**config.mk**
```make
export PLATFORM = sky130hd
export DESIGN_NAME = fir_out_decimator
export DESIGN_NICKNAME = d
export VERILOG_FILES = /design/src/rtl/fir_out_decimator.sv
export SDC_FILE = /design/constraint.sdc
export NUM_CORES = 1
export LEC_CHECK = 0
export ABC_AREA = 1
export CAP_MARGIN = 20
export CORE_MARGIN = 2
export CORE_UTILIZATION = 52
export DETAILED_ROUTE_END_ITERATION = 10
export PLACE_DENSITY = 0.72
export RECOVER_POWER = 25
export SKIP_CTS_REPAIR_TIMING = 1
export SLEW_MARGIN = 20
export SYNTH_ARGS = -nofsm -noshare
export SYNTH_HDL_FRONTEND = slang
export SYNTH_SLANG_ARGS = --single-unit
```
**constraint.sdc**
```tcl
create_clock -name sys_clk -period 3.25 [get_ports sys_clk]
set_input_delay 0.65 -clock sys_clk [delete_from_list [all_inputs] [get_ports sys_clk]]
set_output_delay 0.65 -clock sys_clk [all_outputs]
set_load 0.01 [all_outputs]
```
**src/rtl/fir_out_decimator.sv**
```systemverilog
// fir_out_decimator
//   Output stage for the symmetric FIR. Each accepted wide sample is
//   arithmetically right-shifted by SHIFT and saturated to DW signed bits.
//   Only every R-th sample is kept (runtime ratio). Kept samples go into a
//   2^AW-deep show-ahead FIFO that drives an AXI-Stream-style master port.
//   The input side never stalls. A sample that arrives while the FIFO is
//   full is dropped, and the sticky ovf_o flag is set.
//
//   Optional build macro: FIR_OUT_ROUND_EN
//     defined   : round half up (adds 2^(SHIFT-1) before the shift)
//     undefined : truncation (floor), so no rounding adder is built
//
//   Ports
//     sys_clk, reset_n : clock, asynchronous active-low reset
//     ce               : clock enable; when low every register holds
//     tdata_s_i        : signed input sample, IW bits
//     tvalid_s_i       : input valid
//     tready_s_o       : input ready; stays 1 after the first enabled edge
//     tdata_m_o        : signed output sample (FIFO head), DW bits
//     tvalid_m_o       : output valid (FIFO not empty)
//     tready_m_i       : output ready
//     dec_ratio        : decimation ratio R (0 and 1 both mean pass-through)
//     fifo_level       : FIFO occupancy, 0..2^AW
//     ovf_o, ovf_clr   : sticky overflow flag and its clear
module fir_out_decimator #(
    parameter int IW    = 22,
    parameter int DW    = 16,
    parameter int SHIFT = 4,
    parameter int AW    = 3
) (
    input  logic          sys_clk,
    input  logic          reset_n,
    input  logic          ce,
    input  logic [IW-1:0] tdata_s_i,
    input  logic          tvalid_s_i,
    output logic          tready_s_o,
    output logic [DW-1:0] tdata_m_o,
    output logic          tvalid_m_o,
    input  logic          tready_m_i,
    input  logic [7:0]    dec_ratio,
    output logic [AW:0]   fifo_level,
    output logic          ovf_o,
    input  logic          ovf_clr
);

    localparam int          DEPTH = 1 << AW;
    localparam logic [AW:0] FULL  = (AW+1)'(DEPTH);
    localparam logic [AW:0] ONE_C = (AW+1)'(1);
    localparam logic [AW-1:0] ONE_P = AW'(1);
    localparam logic signed [IW:0] W_MAX = $signed({{(IW-DW+2){1'b0}}, {(DW-1){1'b1}}});
    localparam logic signed [IW:0] W_MIN = $signed({{(IW-DW+2){1'b1}}, {(DW-1){1'b0}}});

    logic                 r_ready;
    logic [7:0]           r_phase;
    logic                 r_s1_valid;
    logic [DW-1:0]        r_s1_data;
    logic [DW-1:0]        r_mem [DEPTH];
    logic [AW-1:0]        r_wr_ptr;
    logic [AW-1:0]        r_rd_ptr;
    logic [AW:0]          r_count;
    logic [DW-1:0]        r_tdata;
    logic                 r_ovf;

    logic                 w_accept;
    logic                 w_keep;
    logic [7:0]           w_last;
    logic signed [IW:0]   w_ext;
    logic signed [IW:0]   w_pre;
    logic signed [IW:0]   w_scaled;
    logic [DW-1:0]        w_sat;
    logic                 w_pop;
    logic                 w_push;
    logic                 w_drop;
    logic [AW-1:0]        w_rd_next;
    logic [AW:0]          w_remain;

    assign w_accept = ce & tvalid_s_i & r_ready;
    assign w_keep   = w_accept & (r_phase == 8'd0);
    // Last phase index for this ratio. The >= compare in the counter lets a
    // lowered ratio wrap at once rather than counting up through 255.
    assign w_last   = (dec_ratio > 8'd1) ? dec_ratio - 8'd1 : 8'd0;

    // One sign bit of headroom, so the rounding add can never wrap.
    assign w_ext = $signed({tdata_s_i[IW-1], tdata_s_i});
`ifdef FIR_OUT_ROUND_EN
    localparam logic [IW:0] RND = (IW+1)'(1) << (SHIFT-1);
    assign w_pre = w_ext + $signed(RND);
`else
    assign w_pre = w_ext;
`endif
    assign w_scaled = w_pre >>> SHIFT;

    always_comb begin
        w_sat = w_scaled[DW-1:0];
        if (w_scaled > W_MAX)
            w_sat = {1'b0, {(DW-1){1'b1}}};
        else if (w_scaled < W_MIN)
            w_sat = {1'b1, {(DW-1){1'b0}}};
    end

    // A full FIFO still accepts a write when its head leaves in the same cycle.
    assign w_pop     = ce & (r_count != '0) & tready_m_i;
    assign w_push    = ce & r_s1_valid & ((r_count != FULL) | w_pop);
    assign w_drop    = ce & r_s1_valid & ~w_push;
    assign w_rd_next = w_pop ? r_rd_ptr + ONE_P : r_rd_ptr;
    assign w_remain  = w_pop ? r_count - ONE_C : r_count;

    always_ff @(posedge sys_clk or negedge reset_n) begin
        if (!reset_n) begin
            r_ready    <= 1'b0;
            r_phase    <= 8'd0;
            r_s1_valid <= 1'b0;
            r_s1_data  <= '0;
            r_wr_ptr   <= '0;
            r_rd_ptr   <= '0;
            r_count    <= '0;
            r_tdata    <= '0;
            r_ovf      <= 1'b0;
        end else if (ce) begin
            r_ready <= 1'b1;
            if (w_accept)
                r_phase <= (r_phase >= w_last) ? 8'd0 : r_phase + 8'd1;
            r_s1_valid <= w_keep;
            if (w_keep)
                r_s1_data <= w_sat;

            if (w_push)
                r_wr_ptr <= r_wr_ptr + ONE_P;
            r_rd_ptr <= w_rd_next;
            case ({w_push, w_pop})
                2'b10:   r_count <= r_count + ONE_C;
                2'b01:   r_count <= r_count - ONE_C;
                default: r_count <= r_count;
            endcase

            // Head register. A write into an otherwise empty FIFO bypasses
            // the memory. A pop loads the next entry that is already stored.
            if (w_push && w_remain == '0)
                r_tdata <= r_s1_data;
            else if (w_pop && w_remain != '0)
                r_tdata <= r_mem[w_rd_next];

            // Set wins over clear.
            if (w_drop)
                r_ovf <= 1'b1;
            else if (ovf_clr)
                r_ovf <= 1'b0;
        end
    end

    // The storage array has no reset. The async reset clears the pointers
    // and the count, so stale contents can never be seen.
    always_ff @(posedge sys_clk) begin
        if (w_push)
            r_mem[r_wr_ptr] <= r_s1_data;
    end

    assign tready_s_o = r_ready;
    assign tdata_m_o  = r_tdata;
    assign tvalid_m_o = (r_count != '0);
    assign fifo_level = r_count;
    assign ovf_o      = r_ovf;

endmodule

```
==> results of run 1 <==
[critical path, delay by kind of cell]
family / cells / cell delay (ps)
fa+ha+maj: 2 / 540
simple gates: 5 / 470
buf+inv: 4 / 880
compound gates: 4 / 650
[cell families (layout without fill, tap and decap cells)]
| family | count (synthesis) | after routing | synth area share [%] |
|---|---|---|---|
| flip-flops | 181 | 181 | 61.2 |
| adder cells (fa/ha/maj) | 17 | 17 | 2.52 |
| multiplexers | 1 | 1 | 0.133 |
| AND/OR/NAND/NOR | 377 | 377 | 20.3 |
| AO/OA/AOI/OAI | 86 | 86 | 5.59 |
| buffers and inverters | 186 | 268 | 8.85 |
| XOR/XNOR | 13 | 13 | 1.35 |
[power by group]
part	internal, mW	total (mW)	switching [mW]
clock	1.25	2.11	0.860
combinational	0.972	2.48	1.50
sequential	3.02	3.52	0.501
total	5.24	8.11	2.86
[metal layers]
layer | wire [microns] | vias up | track usage [%]
met5 | 0 | - | 0
met4 | 247 | 0 | 8.70
met3 | 1030 | 25 | 3.82
met2 | 9620 | 199 | 38.9
met1 | 8120 | 2908 | 30.1
li1 | - | 3001 | -
[path summary, 6_finish.rpt]
check / endpoint / slack, ps / cells after the start
worst max-delay path: r_phase[6] / 380 / 15
worst min-delay path: ovf_o / 500 / 1
worst max register to register: fifo_level[3] / 690 / 12
worst min register to register: ovf_o / 500 / 1
max in group asynchronous: tdata_m_o[10] / 1460 / 2
min in group asynchronous: r_phase[1] / 620 / 1
[registers in the layout, indices dropped and copies added (netlist names)]
signal and count:
tready_s_o 1, r_s1_valid 1, r_phase 8, tdata_m_o 16
r_s1_data 16, r_mem 128, ovf_o 1, r_wr_ptr 3
r_rd_ptr 3, fifo_level 4
[layout make-up]
type                            count  area share, %
Timing Repair Buffer               85           7.85
Sequential cell                   181           52.1
Inverter                          151           5.74
Multi-Input combinational cell    494           25.4
Tap cell                          216           2.72
Clock buffer                       23           5.03
Clock inverter                      9           1.12
[synthesized netlist by cell type]
cell type / instances / share of area, %
buf_2: 24 / 1.4
inv_4: 1 / 0.074
a31o_2: 1 / 0.10
buf_6: 2 / 0.27
or2_1: 1 / 0.074
nand3_1: 178 / 11
a21boi_0: 1 / 0.089
a21oi_1: 21 / 1.2
clkbuf_1: 7 / 0.31
nor3b_1: 1 / 0.089
nor3_1: 3 / 0.18
nor2_1: 43 / 1.9
o21ai_1: 1 / 0.059
and2_1: 1 / 0.074
nor2_2: 2 / 0.15
nand2_4: 2 / 0.27
a22oi_1: 1 / 0.089
nand2_1: 132 / 5.9
o2111ai_1: 2 / 0.21
inv_2: 2 / 0.089
nor4_1: 1 / 0.074
xnor2_1: 6 / 0.62
edfxtp_1: 128 / 46
a32o_1: 1 / 0.12
or2_2: 3 / 0.22
xor2_1: 7 / 0.73
nand4_1: 3 / 0.22
ha_1: 17 / 2.5
nor4_2: 1 / 0.15
nand2_2: 5 / 0.37
clkbuf_2: 1 / 0.059
mux2_2: 1 / 0.13
dfrtp_1: 53 / 16
o21ai_4: 1 / 0.19
o22ai_1: 1 / 0.074
buf_1: 1 / 0.044
nand3_2: 1 / 0.12
inv_1: 148 / 6.6
o21ai_0: 54 / 3.2
o21ai_2: 2 / 0.21
[cell usage in the layout (no fill, tap or decap), types with 3 or more instances in the layout]
master,synthesis,routed
a21oi_1,21,21
inv_6,0,3
dfrtp_1,53,53
nor2_1,43,43
nor3_1,3,3
o21ai_0,54,54
nand2_1,132,132
or2_2,3,3
nand4_1,3,3
nand3_1,178,178
xor2_1,7,7
clkdlybuf4s50_1,0,53
clkbuf_8,0,3
inv_4,1,3
ha_1,17,17
xnor2_1,6,6
buf_4,0,30
clkbuf_1,7,3
edfxtp_1,128,128
clkbuf_16,0,18
inv_1,148,148
nand2_2,5,5
==> flow_metrics.env, run 1 <==
export IMPL_outcome="finished with violations"
export IMPL_violations="max-capacitance violations, max-slew violations"
export IMPL_utilization_pct=62.5
export IMPL_dpl_worst_slack_ps=-43.2
export IMPL_drc_errors=0
export IMPL_clock_sinks=181
export IMPL_antenna_found_initial=0
export IMPL_syn_nets=914
export IMPL_worst_slack_ps=384
export IMPL_final_cell_area_sq_um=9920
export IMPL_h_tree_depth=4
export IMPL_ir_drop_mv=0.460
export IMPL_clock_fmax_mhz=349
export IMPL_post_dp_cell_area_sq_um=9320
export IMPL_final_hold_viol_count=0
export IMPL_tightest_slew_ps=1620
export IMPL_critPathMaxFanout=6
export IMPL_seq_area_frac_synth_pct=61.2
export IMPL_wirelength_microns=19000
export IMPL_crit_reg2reg_launch="fifo_level[0]"
export IMPL_ant_nets=0
export IMPL_die_y_microns=131
export IMPL_wl_per_cell_microns=16.4
export IMPL_io_pins=59
export IMPL_clock_skew_ps=8.94
export IMPL_globalplace_congestion=0.806
export IMPL_slowest_delay_ps=500
export IMPL_regArea_sq_um=5170
export IMPL_cp_cell_sequence="clkdlybuf4s50_1, inv_1, ha_1, o2111ai_1, inv_1, a21oi_1, o21ai_0, ha_1, nand2_1, nor2_1, nand4_1, o2111ai_1, nand2_1, inv_1, nor2_1"
export IMPL_core_sq_um=15900
export IMPL_final_cells=1159
export IMPL_slowest_stage="clkdlybuf4s50_1"
export IMPL_grt_max_degree=33
export IMPL_leakagePower_nw=4.37
export IMPL_crit_path_start="dec_ratio[0]"
export IMPL_finalSetupViolations=0
export IMPL_dp_cells=1127
export IMPL_syn_inst=861
export IMPL_grt_pass1_wl_microns=30700
export IMPL_whs_ps=498
export IMPL_rsz0062_at_grt="false"
export IMPL_cts_tree="built"
export IMPL_cts_clk_slew_worst_paths_ps=60
export IMPL_period_minus_slack_ps=2870
export IMPL_grt_overflow=0
export IMPL_multi_input_area_sq_um=2520
export IMPL_insertion_delay_ps=430
export IMPL_root_buffer="clkbuf_16"
export IMPL_nFillCells=1314
export IMPL_finalCritPeriodShare_pct=88.2
export IMPL_drt_iter0_markers=560
export IMPL_cap_violations=1
export IMPL_row_count=46
export IMPL_startpoint_type="input port"
export IMPL_grt_pass1_vias=5986
export IMPL_synth_yosys_warnings=0
export IMPL_die_x_microns=131
export IMPL_cts_path_max_buffers=2
export IMPL_hp_class="register to register"
export IMPL_setup_tns_ps=0
export IMPL_synth_area_per_cell_sq_um=9.80
export IMPL_port_buffers=54
export IMPL_grt_usage_pct=23.0
export IMPL_end_kind="register"
export IMPL_p_per_area_nw_per_um2=817
export IMPL_synth_area_sq_um=8440
export IMPL_die_area_sq_um=17300
export IMPL_nets=983
export IMPL_final_max_slew_viol_count=31
export IMPL_post_dp_hpwl_microns=11700
export IMPL_synth_seq_cells=181
export IMPL_vias_per_cell=5.29
export IMPL_cp_required_ps=3570
export IMPL_areaGrowthSynthToFinish_pct=17.6
export IMPL_total_power_mw=8.11
export IMPL_drtPass1Iterations=5
export IMPL_antenna_cells=0
export IMPL_crit_arrival_ps=3180
export IMPL_drive_gt1_share_pct=8.80
export IMPL_initial_core_util_pct=53.1
export IMPL_hp_start="ovf_o"
export IMPL_criticalPathCategory="input port to register"
export IMPL_slew_headroom_pct=-8.08
export IMPL_cts_buffers=17
export IMPL_path_common_cell="inv_1"
export IMPL_via_count=6133
export IMPL_ys_types=40
Note: power is estimated with default switching activity, not from simulation.
==> run 2: changes to the inputs <==
--- a/config.mk
+++ b/config.mk
@@ -10,6 +10,7 @@
 export CORE_MARGIN = 2
 export CORE_UTILIZATION = 52
 export DETAILED_ROUTE_END_ITERATION = 10
+export GPL_TIMING_DRIVEN = 0
 export PLACE_DENSITY = 0.72
 export RECOVER_POWER = 25
 export SKIP_CTS_REPAIR_TIMING = 1
==> run 2 against run 1 <==
  * The flow now finishes without violations
  * Non-clock buffer count up 7
  * Combinational power up 2%
  * Worst hold slack worse by 11 ps
  * Utilization down 0.23 points
  * Count of clock-buffer cells in the layout down 3
  * First-iteration DRC count down 12%
  * Cell count up 0.60%
  * Global-route usage down 1.1 points
  * Largest power group unchanged
  * Critical path type unchanged
  * Critical path depth unchanged
==> flow_metrics.env, run 2 (synthesized netlist as in run 1, its figures left out) <==
export IMPL_cap_violations=0
export IMPL_drt_iter0_markers=494
export IMPL_wirelength_microns=18100
export IMPL_p_per_area_nw_per_um2=815
export IMPL_period_minus_slack_ps=2920
export IMPL_final_cell_area_sq_um=9890
export IMPL_grt_overflow=0
export IMPL_post_dp_hpwl_microns=12700
export IMPL_nets=990
export IMPL_ir_drop_mv=0.498
export IMPL_leakagePower_nw=4.34
export IMPL_end_kind="register"
export IMPL_grt_pass1_vias=5640
export IMPL_globalplace_congestion=0.871
export IMPL_drive_gt1_share_pct=9.79
export IMPL_ant_nets=0
export IMPL_cts_path_max_buffers=2
export IMPL_slew_headroom_pct=8.17
export IMPL_groute_layer_met2_usage_pct=36.1
export IMPL_areaGrowthSynthToFinish_pct=17.1
export IMPL_met1_usage_pct=30.0
export IMPL_final_hold_viol_count=0
export IMPL_antenna_cells=0
export IMPL_most_common_layout_cells="178 x nand3_1, 148 x inv_1, 132 x nand2_1, 128 x edfxtp_1, 54 x o21ai_0"
export IMPL_vias_per_cell=5.23
export IMPL_clock_sinks=181
export IMPL_clock_fmax_mhz=342
export IMPL_root_buffer="clkbuf_16"
export IMPL_grt_pass1_wl_microns=29400
export IMPL_dp_cells=1134
export IMPL_outcome="complete, no violations"
export IMPL_cp_required_ps=3570
export IMPL_critPathMaxFanout=6
export IMPL_clock_skew_ps=8.53
export IMPL_row_count=46
export IMPL_regMostFlops="r_mem"
export IMPL_finalSetupViolations=0
export IMPL_drtPass1Iterations=5
export IMPL_drc_errors=0
export IMPL_rsz0062_at_grt="false"
export IMPL_h_tree_depth=4
export IMPL_final_max_slew_viol_count=0
export IMPL_gr_max_usage_layer="met2"
export IMPL_core_sq_um=15900
export IMPL_cts_clk_slew_worst_paths_ps=60
export IMPL_grt_usage_pct=22.0
export IMPL_grt_max_degree=54
export IMPL_utilization_pct=62.2
export IMPL_final_cells=1166
export IMPL_io_pins=59
export IMPL_layout_commonest_cell="nand3_1"
export IMPL_crit_arrival_ps=3240
export IMPL_met3_usage_pct=3.67
export IMPL_insertion_delay_ps=440
export IMPL_largest_reg_flops=128
export IMPL_initial_core_util_pct=53.1
export IMPL_die_area_sq_um=17300
export IMPL_worst_slack_ps=329
export IMPL_wl_per_cell_microns=15.5
export IMPL_cts_buffers=17
export IMPL_finalCritPeriodShare_pct=89.9
export IMPL_criticalPathCategory="input port to register"
export IMPL_cts_tree="built"
export IMPL_post_dp_cell_area_sq_um=9300
export IMPL_dpl_worst_slack_ps=-284
export IMPL_port_buffers=54
export IMPL_via_count=6098
export IMPL_die_x_microns=131
export IMPL_antenna_found_initial=0
export IMPL_hp_class="register to register"
export IMPL_tightest_slew_ps=1380
export IMPL_die_y_microns=131
export IMPL_startpoint_type="input port"
==> run 2: cell types whose count changed in the layout (fill, tap and decap cells not counted), sizes merged <==
cell	previous run	this run
clkbuf	24	29
clkinv	1	5
clkinvlp	1	0
inv	156	157
buf	31	30
bufinv	2	1
==> run 2: final cells by class <==
class | count | area (sq um)
Clock buffer | 20 | 468
Multi-Input combinational cell | 494 | 2550
Tap cell | 216 | 270
Sequential cell | 181 | 5170
Fill cell | 1319 | 6000
Buffer | 35 | 178
Inverter | 151 | 569
Timing Repair Buffer | 57 | 569
Clock inverter | 12 | 113
==> run 2: worst max-delay path: stages <==
cell and delay [ps]:
clkdlybuf4s50_1 500, inv_1 80, ha_1 260, o2111ai_2 280
inv_1 130, a21oi_1 120, o21ai_0 100, ha_1 300
nand2_1 80, nor2_1 150, nand4_1 100, o2111ai_1 170
nand2_1 80, inv_1 170, a21oi_1 60
==> run 2: where the power goes <==
part           total (mW)  internal, mW  switching (mW)
clock                2.01          1.13           0.879
sequential           3.51          3.02           0.487
combinational        2.54         0.983            1.56
total                8.06          5.14            2.92
==> run 2: path summary, 6_finish.rpt <==
check / from / endpoint / slack (ps) / cells after the start
setup / recovery: dec_ratio[0] / r_phase[5] / 330 / 15
hold / removal: tdata_m_o[5] / tdata_m_o[5] / 490 / 2
setup reg to reg: fifo_level[0] / r_mem[0][4] / 480 / 8
hold reg to reg: tdata_m_o[5] / tdata_m_o[5] / 490 / 2
max in group asynchronous: reset_n / tdata_m_o[6] / 1890 / 1
min in group asynchronous: reset_n / r_phase[1] / 530 / 1
==> run 2: through the flow <==
stage	setup TNS, ps	total power [mW]	hold slack [ps]
2_1_floorplan	0	5.02	354
3_3_place_gp	-54040	6.00	472
3_5_place_dp	-7440	6.08	469
4_1_cts	0	8.07	298
5_1_grt	0	8.52	511
6_report	0	8.06	486
==> run 2: routing by layer <==
metal / wire (microns) / up-vias
met5: 0 / -
met4: 269 / 0
met3: 1160 / 21
met2: 8610 / 194
met1: 8040 / 2865
li1: - / 3018
